`src/rtl/seg7_pkg.sv`:
```
// Shared constants, state type and hex-to-segment decode for the scanned 7-segment driver.
// Segment patterns are active-low, ordered {a,b,c,d,e,f,g}.
package seg7_pkg;

    localparam logic [6:0] SEG_OFF = 7'b1111111;

    typedef enum logic {
        SCAN = 1'b0,
        GAP  = 1'b1
    } scan_state_t;

    function automatic logic [6:0] seg7_decode(input logic [3:0] nib);
        logic [6:0] s;
        case (nib)
            4'h0:    s = 7'b0000001;
            4'h1:    s = 7'b1001111;
            4'h2:    s = 7'b0010010;
            4'h3:    s = 7'b0000110;
            4'h4:    s = 7'b1001100;
            4'h5:    s = 7'b0100100;
            4'h6:    s = 7'b0100000;
            4'h7:    s = 7'b0001111;
            4'h8:    s = 7'b0000000;
            4'h9:    s = 7'b0000100;
            4'hA:    s = 7'b0001000;
            4'hB:    s = 7'b1100000;
            4'hC:    s = 7'b0110001;
            4'hD:    s = 7'b1000010;
            4'hE:    s = 7'b0110000;
            default: s = 7'b0111000;
        endcase
        return s;
    endfunction

endpackage

```
`src/rtl/seg7_prescaler.sv`:
```
// Free-running 0..CLK_DIV-1 counter; tick_o is combinational, high while the count sits at CLK_DIV-1.
// No backpressure: counts every cycle outside reset.
module seg7_prescaler #(
    parameter int CLK_DIV = 100000
) (
    input  logic clk,
    input  logic rst_n,
    output logic tick_o
);

    localparam int CW = $clog2(CLK_DIV);

    logic [CW-1:0] cnt_q;
    logic [CW-1:0] cnt_d;

    assign tick_o = (cnt_q == CW'(CLK_DIV - 1));
    assign cnt_d  = tick_o ? '0 : cnt_q + 1'b1;

    always_ff @(posedge clk) begin
        if (!rst_n) begin
            cnt_q <= '0;
        end else begin
            cnt_q <= cnt_d;
        end
    end

endmodule

```
`src/rtl/seg7_scan_driver.sv`:
```
// Time-multiplexed 7-segment driver: shadow/display double buffering, blanking gap between digits.
// All outputs registered (1-cycle latency); load is accepted every cycle, no backpressure.
module seg7_scan_driver #(
    parameter int NDIGITS = 4,
    parameter int CLK_DIV = 100000
) (
    input  logic                 clk,
    input  logic                 rst_n,
    input  logic [4*NDIGITS-1:0] value,
    input  logic                 load,
    input  logic [NDIGITS-1:0]   dp_in,
    input  logic [NDIGITS-1:0]   blank,
    input  logic                 lz_suppress,
    output logic [6:0]           seg,
    output logic                 dp,
    output logic [NDIGITS-1:0]   an,
    output logic                 frame
);

    import seg7_pkg::*;

    localparam int IW = (NDIGITS > 1) ? $clog2(NDIGITS) : 1;
    localparam int DW = 4 * NDIGITS;

    logic              tick;
    scan_state_t       state_q, state_d;
    logic [IW-1:0]     idx_q, idx_d;
    logic              wrap;

    logic [DW-1:0]      shadow_val_q, shadow_val_d;
    logic [NDIGITS-1:0] shadow_dp_q, shadow_dp_d;
    logic [NDIGITS-1:0] shadow_blank_q, shadow_blank_d;
    logic [DW-1:0]      disp_val_q, disp_val_d;
    logic [NDIGITS-1:0] disp_dp_q, disp_dp_d;
    logic [NDIGITS-1:0] disp_blank_q, disp_blank_d;

    logic [6:0]         seg_q, seg_d;
    logic               dp_q, dp_d;
    logic [NDIGITS-1:0] an_q, an_d;
    logic               frame_q, frame_d;

    logic [NDIGITS-1:0] lz_mask;
    logic               zero_above;
    logic [3:0]         cur_nib;
    logic               cur_dp;
    logic               cur_blank;

    seg7_prescaler #(
        .CLK_DIV (CLK_DIV)
    ) u_prescaler (
        .clk    (clk),
        .rst_n  (rst_n),
        .tick_o (tick)
    );

    assign wrap = tick && (state_q == SCAN) && (idx_q == IW'(NDIGITS - 1));

    always_comb begin
        state_d = state_q;
        idx_d   = idx_q;
        case (state_q)
            SCAN: begin
                if (tick) begin
                    state_d = GAP;
                    idx_d   = (idx_q == IW'(NDIGITS - 1)) ? '0 : idx_q + 1'b1;
                end
            end
            GAP:     state_d = SCAN;
            default: state_d = SCAN;
        endcase
    end

    // Display only swaps on the wrap edge so a frame never mixes old and new digits.
    always_comb begin
        shadow_val_d   = load ? value : shadow_val_q;
        shadow_dp_d    = load ? dp_in : shadow_dp_q;
        shadow_blank_d = load ? blank : shadow_blank_q;
        disp_val_d     = wrap ? shadow_val_q   : disp_val_q;
        disp_dp_d      = wrap ? shadow_dp_q    : disp_dp_q;
        disp_blank_d   = wrap ? shadow_blank_q : disp_blank_q;
    end

    always_comb begin
        lz_mask    = '0;
        zero_above = 1'b1;
        cur_nib    = 4'd0;
        cur_dp     = 1'b0;
        cur_blank  = 1'b0;
        // Scan from the most significant digit; digit 0 is never suppressed.
        for (int i = NDIGITS - 1; i >= 0; i--) begin
            zero_above = zero_above & (disp_val_q[4*i +: 4] == 4'd0);
            if (i != 0) begin
                lz_mask[i] = lz_suppress & zero_above;
            end
        end
        for (int i = 0; i < NDIGITS; i++) begin
            if (idx_q == IW'(i)) begin
                cur_nib   = disp_val_q[4*i +: 4];
                cur_dp    = disp_dp_q[i];
                cur_blank = disp_blank_q[i] | lz_mask[i];
            end
        end

        seg_d   = SEG_OFF;
        dp_d    = 1'b1;
        an_d    = '1;
        frame_d = wrap;
        if (state_q == SCAN) begin
            an_d = ~(NDIGITS'(1) << idx_q);
            if (!cur_blank) begin
                seg_d = seg7_decode(cur_nib);
                dp_d  = ~cur_dp;
            end
        end
    end

    always_ff @(posedge clk) begin
        if (!rst_n) begin
            state_q        <= SCAN;
            idx_q          <= '0;
            shadow_val_q   <= '0;
            shadow_dp_q    <= '0;
            shadow_blank_q <= '0;
            disp_val_q     <= '0;
            disp_dp_q      <= '0;
            disp_blank_q   <= '0;
            seg_q          <= SEG_OFF;
            dp_q           <= 1'b1;
            an_q           <= '1;
            frame_q        <= 1'b0;
        end else begin
            state_q        <= state_d;
            idx_q          <= idx_d;
            shadow_val_q   <= shadow_val_d;
            shadow_dp_q    <= shadow_dp_d;
            shadow_blank_q <= shadow_blank_d;
            disp_val_q     <= disp_val_d;
            disp_dp_q      <= disp_dp_d;
            disp_blank_q   <= disp_blank_d;
            seg_q          <= seg_d;
            dp_q           <= dp_d;
            an_q           <= an_d;
            frame_q        <= frame_d;
        end
    end

    assign seg   = seg_q;
    assign dp    = dp_q;
    assign an    = an_q;
    assign frame = frame_q;

endmodule

```
`config.mk`:
```
export PLATFORM = sky130hd
export DESIGN_NAME = seg7_scan_driver
export DESIGN_NICKNAME = d
export VERILOG_FILES = /design/src/rtl/seg7_pkg.sv /design/src/rtl/seg7_prescaler.sv /design/src/rtl/seg7_scan_driver.sv
export SDC_FILE = /design/constraint.sdc
export NUM_CORES = 1
export LEC_CHECK = 0
export ABC_CLOCK_PERIOD_IN_PS = 3600
export CAP_MARGIN = 20
export CORE_ASPECT_RATIO = 2
export CORE_MARGIN = 5
export CORE_UTILIZATION = 60
export CTS_CLUSTER_DIAMETER = 50
export DETAILED_ROUTE_END_ITERATION = 16
export PLACE_DENSITY = 0.88
export SLEW_MARGIN = 20
export SYNTH_ARGS = -nofsm -noshare
export SYNTH_HDL_FRONTEND = slang
export SYNTH_HIERARCHICAL = 1
export SYNTH_SLANG_ARGS = --single-unit
export TNS_END_PERCENT = 10
```
`constraint.sdc`:
```
create_clock -name clk -period 3.6 [get_ports clk]
set_clock_uncertainty 0.1 [all_clocks]
set_input_delay 0.72 -clock clk [delete_from_list [all_inputs] [get_ports clk]]
set_output_delay 0.72 -clock clk [all_outputs]
set_load 0.05 [all_outputs]
```
==> flow_summary.toml <==
[timing]
setup_viol = 0
fin_setup_tns_ns = 0
worst_pin_slew_ns = 0.859
relSlewSlack = 0.427
hold_viol = 0
finalCriticalPeriod_ns = 3.00
hold_slack_ns = 0.353
rsz0062_at_grt = "no"
finalCritPeriodShare = 0.833
timing.fmax_mhz = 333
drv_slew = 0

[global_route]
grt.overflow.total = 0
track_usage = 0.213
grt_pass1_vias = 2870
grt_first_pass_wirelength_mm = 12.9
grt_max_degree = 53
antenna_found_initial = 0

[run]
drv_cap = 0

[critical_path]
cp_top_family = "simple AND/OR/NAND/NOR gates"
path_cells = "ha_1, nand4_4, or2_4, nor3_1, nor2b_1, and2_1, nand2_1, a21boi_0"
max_stage_delay_ns = 0.72
crit_arrival_ns = 3.16
critPathRequiredTime_ns = 3.76
endpoint_kind = "register"
cp_max_fo = 24
worstSetupPathType = "reg2reg"
crit_buf_inv = 0
startpoint_type = "register"
slowest_stage = "and2_1"

[placed_design]
gp_congestion = 0.876
postPlaceCellArea_um2 = 4020
hpwlAfterDp_mm = 5.54
placed_cells = 477
io_buffer_count = 40

[clock_network]
cts_buffer_depth = 2
cts_hold_buffers = 0
tritoncts = "built"
cts.sinks = 81
cts-root-buf = "clkbuf_16"
clk_latency_ns = 0.34
cts_setup_buffers = 0
clkTransAtPathRegs_ns = 0.06
numCtsBuffers = 9
cts_max_level = 3
cts-resized-gates = 0

[yosys]
post_synth_num_cell_types = 48
synthTopCellsByCount = "dfxtp_1 (81), nand2_1 (65), nor2b_1 (28)"
synth_fp_nets = 432
synth.most_common_cell = "dfxtp_1"
yosysTopAreaCell = "dfxtp_1"
synth_edf_count = 0
syn_inst = 393
synth_area_leaders = "dfxtp_1 (44%), nand2_1 (6.7%), mux2i_1 (6.6%), nor2b_1 (4.8%), ha_1 (3.8%)"
synth_area_um2 = 3650
yosysWarnings = 6
yosysSeqAreaShare = 0.444
synth.top_cell.area_share = 0.444
avgSynthCellArea_um2 = 9.30
async_flop_share = 0
synthFlopType = "dfxtp_1"
ys_seq_elements = 81

[pwr]
seqPwrFrac = 0.445
p_switching_mw = 0.420
irDropWorstVdd_mv = 0.372
p_leak_nw = 1.60
p_clk_frac = 0.499
power_density_nw_per_um2 = 481
switching_share = 0.200
combPwrFrac = 0.055
power_mw = 2.10
p_int_mw = 1.68

[drt]
route.detailed.drc = 0
drtAntennaViolNets = 0
drt_iter0_drc = 195
first_pass_iters = 4
drt-total-wl_mm = 7.64
viasPerCell = 5.76
avgRoutedWirePerCell_um = 15.5
vias = 2840

[finish]
layout.nets = 464
drive_above_1_share = 0.0744
antenna_cells = 0
area_delta_synth_final_pct = 19.3
final_area_um2 = 4360
layout.cells.non_filler = 493

[floorplan]
rows = 40
dieArea_um2 = 7840
die_w_um = 65.2
initial_core_util = 0.613
core_area_um2 = 5960
ios = 41
fp.dieH_um = 120

[status]
status = "finished, final reports clean"

[min_path]
hp-class = "reg2reg"
==> power by group through the flow <==
| stage | Clock (mW) | Combinational, mW | Sequential [mW] |
|---|---|---|---|
| floorplan | 0 | 0.0559 | 0.963 |
| global placement | 0 | 0.113 | 0.953 |
| detailed placement | 0 | 0.117 | 0.953 |
| CTS | 1.06 | 0.117 | 0.934 |
| global route | 1.11 | 0.125 | 0.936 |
| finish | 1.05 | 0.116 | 0.934 |
==> through the flow <==
stage | worst slack [ns] | utilization
global route | 0.302 | 0.732
finish | 0.600 | 0.732
global placement | 0.863 | 0.674
CTS | 0.593 | 0.732
floorplan | 1.27 | -
detailed placement | 0.667 | 0.674
==> routing by layer <==
layer	GRT usage	up-vias	wire, um
met5	0	-	0
met4	0.123	0	309
met3	0.0604	25	293
met2	0.397	70	4280
met1	0.196	1339	2760
li1	-	1406	-
==> logic make-up after synthesis <==
kind of cell | count (synthesis) | share of synthesized area
AO/OA/AOI/OAI | 58 | 0.133
XOR/XNOR | 15 | 0.0360
adder cells (fa/ha/maj) | 11 | 0.0377
buffers and inverters | 33 | 0.0486
flip-flops | 81 | 0.444
multiplexers | 24 | 0.0658
AND/OR/NAND/NOR | 171 | 0.235
==> worst paths after layout <==
path	start	depth (start not counted)	end	slack, ns
worst max-delay path	u_prescaler/cnt_q[0]	8	disp_blank_q[3]	0.60
worst min-delay path	disp_val_q[14]	2	disp_val_q[14]	0.35
worst max register to register	u_prescaler/cnt_q[0]	8	disp_blank_q[3]	0.60
worst min register to register	disp_val_q[14]	2	disp_val_q[14]	0.35
==> worst reg2reg max path, stage by stage, from the launching register on <==
cell      delay [ns]
dfxtp_1         0.38
ha_1            0.28
nand4_4         0.16
or2_4           0.30
nor3_1          0.21
nor2b_1         0.43
and2_1          0.72
nand2_1         0.15
a21boi_0        0.20
==> sequential cells by signal, indices dropped and copies added, names as in the netlist, 7 cells and up <==
| signal | flops |
|---|---|
| u_prescaler/cnt_q | 17 |
| disp_val_q | 16 |
| shadow_val_q | 16 |
| seg | 7 |
==> area by class of cell <==
type                            instances  area [um2]
Multi-Input combinational cell        279        1850
Clock inverter                          5         103
Timing Repair Buffer                   42         415
Sequential cell                        81        1620
Clock buffer                           11         243
Inverter                               12        45.0
Tap cell                               63        78.8
Fill cell                             419        1600
==> layout by cell type, fill, tap and decap left out, types with 4 or more instances in the layout <==
cell type	count
a211oi_1	5
a21boi_0	11
a21boi_1	13
a21oi_1	7
clkbuf_16	9
clkdlybuf4s50_1	40
dfxtp_1	81
ha_1	11
inv_1	10
mux2i_1	24
nand2_1	65
nand3_1	11
nand3b_1	6
nand4_1	4
nor2_1	27
nor2b_1	28
nor3_1	10
nor4_1	5
xnor2_1	11
xor2_1	4
Note: power is estimated with default switching activity, not from simulation.
